$ cat config.mk
export PLATFORM = sky130hd
export DESIGN_NAME = mult_div_unit
export DESIGN_NICKNAME = d
export VERILOG_FILES = /design/src/rtl/mdu_pkg.sv /design/src/rtl/mdu_div_step.sv /design/src/rtl/mult_div_unit.sv
export SDC_FILE = /design/constraint.sdc
export NUM_CORES = 1
export LEC_CHECK = 0
export BUFFER_PORTS_ARGS = -buffer_cell sky130_fd_sc_hd__buf_4
export CAP_MARGIN = 20
export CORE_ASPECT_RATIO = 0.8
export CORE_MARGIN = 2
export CORE_UTILIZATION = 56
export DETAILED_ROUTE_END_ITERATION = 6
export PLACE_DENSITY = 0.75
export SYNTH_ARGS = -nofsm -noshare
export SYNTH_HDL_FRONTEND = slang
export SYNTH_SLANG_ARGS = --single-unit
export TNS_END_PERCENT = 1
$ cat constraint.sdc
create_clock -name i_clk -period 3.25 [get_ports i_clk]
set_input_delay 0.65 -clock i_clk [delete_from_list [all_inputs] [get_ports i_clk]]
set_output_delay 0.65 -clock i_clk [all_outputs]
set_load 0.005 [all_outputs]
$ cat src/rtl/mdu_pkg.sv
// Shared definitions for the iterative multiply/divide unit: op encodings,
// control states, iteration count and the divide-by-zero quotient.
package mdu_pkg;

  localparam int MDU_ITERS = 32;
  localparam logic [31:0] MDU_DIV0_QUOT = 32'hFFFF_FFFF;

  typedef enum logic [1:0] {
    MDU_MULT  = 2'b00,
    MDU_MULTU = 2'b01,
    MDU_DIV   = 2'b10,
    MDU_DIVU  = 2'b11
  } mdu_op_e;

  typedef enum logic [1:0] {
    IDLE = 2'b00,
    RUN  = 2'b01,
    FIX  = 2'b10
  } mdu_state_e;

  // Magnitude of a value that is two's complement only when is_signed is set.
  function automatic logic [31:0] mdu_abs(input logic [31:0] v, input logic is_signed);
    return (is_signed && v[31]) ? (~v + 32'd1) : v;
  endfunction

endpackage

$ cat src/rtl/mdu_div_step.sv
// One restoring-divide iteration: shift the next dividend bit into the
// partial remainder and subtract the divisor if it fits.
module mdu_div_step #(
  parameter int WIDTH = 32
) (
  input  logic [WIDTH-1:0] i_rem,
  input  logic             i_dividend_bit,
  input  logic [WIDTH-1:0] i_divisor,
  output logic [WIDTH-1:0] o_rem,
  output logic             o_qbit
);

  logic [WIDTH:0]   w_shifted;
  logic [WIDTH-1:0] w_diff;

  assign w_shifted = {i_rem, i_dividend_bit};
  // The true difference is below 2^WIDTH whenever the divisor fits.
  assign w_diff    = w_shifted[WIDTH-1:0] - i_divisor;
  assign o_qbit    = (w_shifted >= {1'b0, i_divisor});
  assign o_rem     = o_qbit ? w_diff : w_shifted[WIDTH-1:0];

endmodule

$ cat src/rtl/mult_div_unit.sv
// Iterative MULT/MULTU/DIV/DIVU unit with architectural HI/LO and MTHI/MTLO.
// Optional: define MDU_EARLY_TERM_EN to let multiplies stop once the
// remaining multiplier bits are all zero.
module mult_div_unit
  import mdu_pkg::*;
#(
  parameter int WIDTH = 32
) (
  input  logic             i_clk,
  input  logic             i_rst_n,
  input  logic             i_start,
  input  logic [1:0]       i_mdu_op,
  input  logic [WIDTH-1:0] i_a,
  input  logic [WIDTH-1:0] i_b,
  input  logic             i_hi_write,
  input  logic             i_lo_write,
  input  logic [WIDTH-1:0] i_write_data,
  output logic             o_busy,
  output logic             o_done,
  output logic             o_div_by_zero,
  output logic [WIDTH-1:0] o_hi,
  output logic [WIDTH-1:0] o_lo
);

  localparam int CNT_W = $clog2(MDU_ITERS);

  mdu_state_e r_state, w_state_next;

  logic [CNT_W-1:0]   r_count;
  logic               r_is_div;
  logic               r_neg_prod;
  logic               r_neg_quo;
  logic               r_neg_rem;
  logic               r_b_zero;
  logic [WIDTH-1:0]   r_a_raw;
  logic [2*WIDTH-1:0] r_acc;
  logic [2*WIDTH-1:0] r_mcand;
  logic [WIDTH-1:0]   r_mplier;
  logic [WIDTH-1:0]   r_rem;
  logic [WIDTH-1:0]   r_quo;
  logic [WIDTH-1:0]   r_hi;
  logic [WIDTH-1:0]   r_lo;
  logic               r_done;
  logic               r_dbz;

  mdu_op_e            w_op;
  logic               w_op_div;
  logic               w_op_signed;
  logic [WIDTH-1:0]   w_mag_a;
  logic [WIDTH-1:0]   w_mag_b;
  logic [WIDTH-1:0]   w_mplier_shift;
  logic               w_step_last;
  logic               w_mult_early;
  logic               w_run_done;
  logic [WIDTH-1:0]   w_rem_next;
  logic               w_qbit;
  logic [2*WIDTH-1:0] w_prod;
  logic [WIDTH-1:0]   w_quo;
  logic [WIDTH-1:0]   w_rem;

  assign w_op        = mdu_op_e'(i_mdu_op);
  assign w_op_div    = (w_op == MDU_DIV) || (w_op == MDU_DIVU);
  assign w_op_signed = (w_op == MDU_MULT) || (w_op == MDU_DIV);
  assign w_mag_a     = mdu_abs(i_a, w_op_signed);
  assign w_mag_b     = mdu_abs(i_b, w_op_signed);

  assign w_mplier_shift = r_mplier >> 1;
  assign w_step_last    = (r_count == CNT_W'(MDU_ITERS - 1));

`ifdef MDU_EARLY_TERM_EN
  assign w_mult_early = !r_is_div && (w_mplier_shift == '0);
`else
  assign w_mult_early = 1'b0;
`endif

  assign w_run_done = w_step_last || w_mult_early;

  mdu_div_step #(
    .WIDTH(WIDTH)
  ) u_div_step (
    .i_rem          (r_rem),
    .i_dividend_bit (r_quo[WIDTH-1]),
    .i_divisor      (r_mplier),
    .o_rem          (w_rem_next),
    .o_qbit         (w_qbit)
  );

  // Magnitudes were computed on |A| and |B|; restore signs for the final write.
  assign w_prod = r_neg_prod ? (~r_acc + 1'b1) : r_acc;
  assign w_quo  = r_neg_quo  ? (~r_quo + 1'b1) : r_quo;
  assign w_rem  = r_neg_rem  ? (~r_rem + 1'b1) : r_rem;

  always_ff @(posedge i_clk or negedge i_rst_n) begin
    if (!i_rst_n) begin
      r_state <= IDLE;
    end else begin
      r_state <= w_state_next;
    end
  end

  always_comb begin
    w_state_next = r_state;
    case (r_state)
      IDLE:    if (i_start) w_state_next = RUN;
      RUN:     if (w_run_done) w_state_next = FIX;
      FIX:     w_state_next = IDLE;
      default: w_state_next = IDLE;
    endcase
  end

  always_ff @(posedge i_clk or negedge i_rst_n) begin
    if (!i_rst_n) begin
      r_count    <= '0;
      r_is_div   <= 1'b0;
      r_neg_prod <= 1'b0;
      r_neg_quo  <= 1'b0;
      r_neg_rem  <= 1'b0;
      r_b_zero   <= 1'b0;
      r_a_raw    <= '0;
      r_acc      <= '0;
      r_mcand    <= '0;
      r_mplier   <= '0;
      r_rem      <= '0;
      r_quo      <= '0;
      r_hi       <= '0;
      r_lo       <= '0;
      r_done     <= 1'b0;
      r_dbz      <= 1'b0;
    end else begin
      r_done <= 1'b0;
      case (r_state)
        IDLE: begin
          if (i_start) begin
            r_count    <= '0;
            r_dbz      <= 1'b0;
            r_is_div   <= w_op_div;
            r_neg_prod <= w_op_signed && (i_a[WIDTH-1] ^ i_b[WIDTH-1]);
            r_neg_quo  <= w_op_signed && (i_a[WIDTH-1] ^ i_b[WIDTH-1]);
            r_neg_rem  <= w_op_signed && i_a[WIDTH-1];
            r_b_zero   <= (i_b == '0);
            r_a_raw    <= i_a;
            r_acc      <= '0;
            r_mcand    <= {{WIDTH{1'b0}}, w_mag_a};
            r_mplier   <= w_mag_b;
            r_rem      <= '0;
            r_quo      <= w_mag_a;
          end else begin
            if (i_hi_write) r_hi <= i_write_data;
            if (i_lo_write) r_lo <= i_write_data;
          end
        end
        RUN: begin
          r_count <= r_count + 1'b1;
          if (r_is_div) begin
            r_rem <= w_rem_next;
            r_quo <= {r_quo[WIDTH-2:0], w_qbit};
          end else begin
            if (r_mplier[0]) r_acc <= r_acc + r_mcand;
            r_mcand  <= r_mcand << 1;
            r_mplier <= w_mplier_shift;
          end
        end
        FIX: begin
          r_done <= 1'b1;
          if (!r_is_div) begin
            r_hi <= w_prod[2*WIDTH-1:WIDTH];
            r_lo <= w_prod[WIDTH-1:0];
          end else if (r_b_zero) begin
            r_hi  <= r_a_raw;
            r_lo  <= MDU_DIV0_QUOT;
            r_dbz <= 1'b1;
          end else begin
            r_hi <= w_rem;
            r_lo <= w_quo;
          end
        end
        default: ;
      endcase
    end
  end

  assign o_busy        = (r_state != IDLE);
  assign o_done        = r_done;
  assign o_div_by_zero = r_dbz;
  assign o_hi          = r_hi;
  assign o_lo          = r_lo;

endmodule
==> results.yml <==
layout:
  instances_no_fill: 3810
  fin_nets: 3433
  num-fill-cells: 3509
  final_core_util_pct: 68.69
  area_growth_pct: 20.90
  drive_gt1_share_pct: 17.89
  seq_area_sq_um: 8341
  multi_input_area_sq_um: 14950
flow_run:
  drv_cap: 0
route:
  postRouteWirelength_microns: 89690
  vias_per_cell: 6.505
  wl_per_cell_microns: 23.54
  drc: 0
  route.vias.total: 24780
  ant_nets: 0
  first_pass_iters: 6
  drt_iter0_drc: 3071
global_routing:
  grt_pass1_wl_microns: 136300
  gr-usage-all-layers_pct: 40.06
  antenna_found_initial: 4
  grt_overflow: 0
  grt-busiest-layer: "met1"
  globalRouteMet1Util_pct: 61.50
  grt_util_met2_pct: 56.04
  grt_start_max_net_pins: 135
  grtUsageMet3_pct: 9.958
  grt_pass1_vias: 23030
synthesis:
  ys_ff_latch: 333
  syn_area_sq_um: 23810
  synth_top_area_share_pct: 34.99
  syn_nets: 3158
  yosys_most_used_dff: "dfrtp_1"
  synth-seq-area-share_pct: 34.99
  syn_inst: 2951
  ys_top_cells_by_area: "dfrtp_1 (35%), nand2_1 (7.3%), o21ai_0 (7.0%)"
  synth_top_area_cell: "dfrtp_1"
  synth_cell_type_count: 78
  synth-edff-count: 0
  ys_async_sr_fraction_pct: 100.0
  synth_warnings: 0
  syn_area_per_cell_sq_um: 8.070
sta:
  rsz0062_at_grt: "yes"
  drv_slew: 0
  setup_ws_ns: -0.02606
  skew_ns: 0.02449
  final_hold_viol_count: 0
  min_period_ns: 3.276
  fmax_ghz: 0.3052
  finalCritPeriodShare_pct: 100.8
  max_slew_margin_pct: 17.46
  setup-violations-final: 1
  fin_hold_ws_ns: 0.05245
  worst_slew_pin_slew_ns: 1.234
critical_path:
  r2r_slack_ns: -0.03
  rr_startpoint: "r_mcand[0]"
  crit_path_end_kind: "flop"
  crit_path_max_fanout: 3
  slowest_stage: "or4b_1"
  worstPathCellList: "ha_1, inv_1, fa_2, nor2b_4, o31a_1, o221ai_4, a211oi_4, o21ai_1, nand4b_1, buf_4, nand4b_1, o21a_1, or4b_1, nand3_1"
  startpoint_type: "flop"
  max_stage_delay_ns: 0.50
  cpMostUsedCell: "nand4b_1"
  crit-reg2reg-capture: "r_acc[60]"
  cp.arrival_ns: 3.75
  reg2reg_depth: 14
  cp.required_ns: 3.73
  cp-endpoint: "r_acc[60]"
  crit_type: "reg2reg"
  cp-startpoint: "r_mcand[0]"
clock_tree:
  clockRootBuffer: "clkbuf_16"
  htreeDepth: 2
  clock_path_buffers: 3
  clock_sinks: 333
  clkLatencyLatePin_ns: 0.56
  cts_tree: "yes"
  path_clk_slew_ns: 0.06
  cts_buffers: 39
placement:
  gp_congestion: 1.023
  numPortBuffers: 169
  hpwlAfterDp_microns: 68620
  place_inst: 3727
floorplan:
  rows: 67
  ioPinCount: 170
  core_sq_um: 41920
  die_w_microns: 234.6
  dieHeight_microns: 188.4
  start_util_pct: 56.81
  die_area_sq_um: 44200
hold_path:
  worstHoldPathType: "in2async"
outcome:
  violations: "setup timing"
  run_status: "complete, but fails checks"
power_and_ir_drop:
  leakage_nw: 12.73
  powerDensity_nw_per_um2: 1193
  ir_drop_mv: 0.8429
-- logic make-up after synthesis --
logic type,Yosys count,share of synthesized area (%)
mux,24,1.009
compound gates,1045,27.16
xor+xnor,245,9.011
buf+inv,247,3.935
fa+ha+maj,104,5.527
flops,333,34.99
simple gates,953,18.36
-- layout by cell type (no fill, tap or decap), types with 59 or more instances in the layout --
master / instances
o21ai_1: 62
inv_1: 71
o211ai_1: 59
a21oi_1: 210
nor2_1: 179
buf_4: 398
o21ai_0: 325
a21o_1: 69
nand2_1: 461
xor2_1: 85
dfrtp_1: 329
ha_1: 92
xnor2_1: 159
-- power breakdown --
| group | switching (mW) | internal, mW |
|---|---|---|
| logic | 12.8 | 8.99 |
| registers | 1.94 | 5.96 |
| clock network | 1.88 | 2.78 |
-- cell usage after synthesis, drive strengths merged (50+ instances only) --
| library cell | instances |
|---|---|
| a21o | 69 |
| a21oi | 222 |
| clkbuf | 152 |
| dfrtp | 333 |
| ha | 102 |
| inv | 72 |
| nand2 | 461 |
| nand3 | 54 |
| nor2 | 187 |
| o211ai | 59 |
| o21ai | 394 |
| o31ai | 50 |
| xnor2 | 160 |
| xor2 | 85 |
-- worst min path at each step --
| stage | startpoint | to | slack (ns) | cells past startpoint |
|---|---|---|---|---|
| after floorplan | i_rst_n | o_div_by_zero | 0.35 | 0 |
| after global placement | r_a_raw[7] | r_a_raw[7] | 0.46 | 2 |
| after detailed placement | r_a_raw[21] | r_a_raw[21] | 0.47 | 2 |
| after CTS | i_rst_n | r_acc[3] | 0.09 | 1 |
| after global routing | i_rst_n | r_count[2] | 0.1 | 1 |
| final | i_rst_n | r_count[2] | 0.05 | 1 |
-- critical path: cells and delay by family (launching register included) --
kind | cells | cell delay (ns)
compound gates | 5 | 1.04
simple gates | 5 | 1.03
fa+ha+maj | 2 | 0.54
flops | 1 | 0.37
buf+inv | 2 | 0.22
-- registers in the layout, indices dropped and copies added (netlist names) --
name           cells
o_div_by_zero      1
o_done             1
o_hi              32
o_lo              32
r_a_raw           32
r_acc             64
r_b_zero           1
r_count            5
r_is_div           1
r_mcand           64
r_mplier          32
r_neg_quo          1
r_neg_rem          1
r_quo             32
r_rem             32
r_state            2
-- repair_timing --
| item | CTS | global route |
|---|---|---|
| buffers inserted | 3 | 6 |
| hold buffers | 0 | 0 |
| resized for setup | 22 | 55 |
| endpoints found under the setup margin | 39 | 74 |
| pin swaps | 8 | 19 |
| cloned | 0 | 1 |
-- cell type report --
type / count / area share, %
Antenna cell: 4 / 0.03477
Inverter: 73 / 0.9517
Sequential cell: 333 / 28.97
Tap cell: 552 / 2.399
Clock inverter: 15 / 0.6692
Multi-Input combinational cell: 2371 / 51.93
Clock buffer: 54 / 3.976
Timing Repair Buffer: 408 / 11.07
-- per-stage QoR --
step / total power, mW / worst slack, ns / area, sq um / setup TNS [ns]
floorplan: 20.25 / 0.08447 / 23810 / 0
global placement: 27.42 / -0.1708 / 27000 / -1.086
detailed placement: 27.95 / -0.2493 / 27000 / -1.340
CTS: 32.89 / -0.01785 / 28440 / -0.02864
global route: 36.47 / -0.1062 / 28790 / -1.192
finish: 34.34 / -0.02606 / 28790 / -0.02606
-- layer usage --
| layer | share of wire [%] | up-vias |
|---|---|---|
| li1 | - | 11210 |
| met4 | 2.3 | 0 |
| met1 | 45 | 12010 |
| met2 | 41 | 1424 |
| met5 | 0 | - |
| met3 | 12 | 144 |
Note: power is estimated with default switching activity, not from simulation.
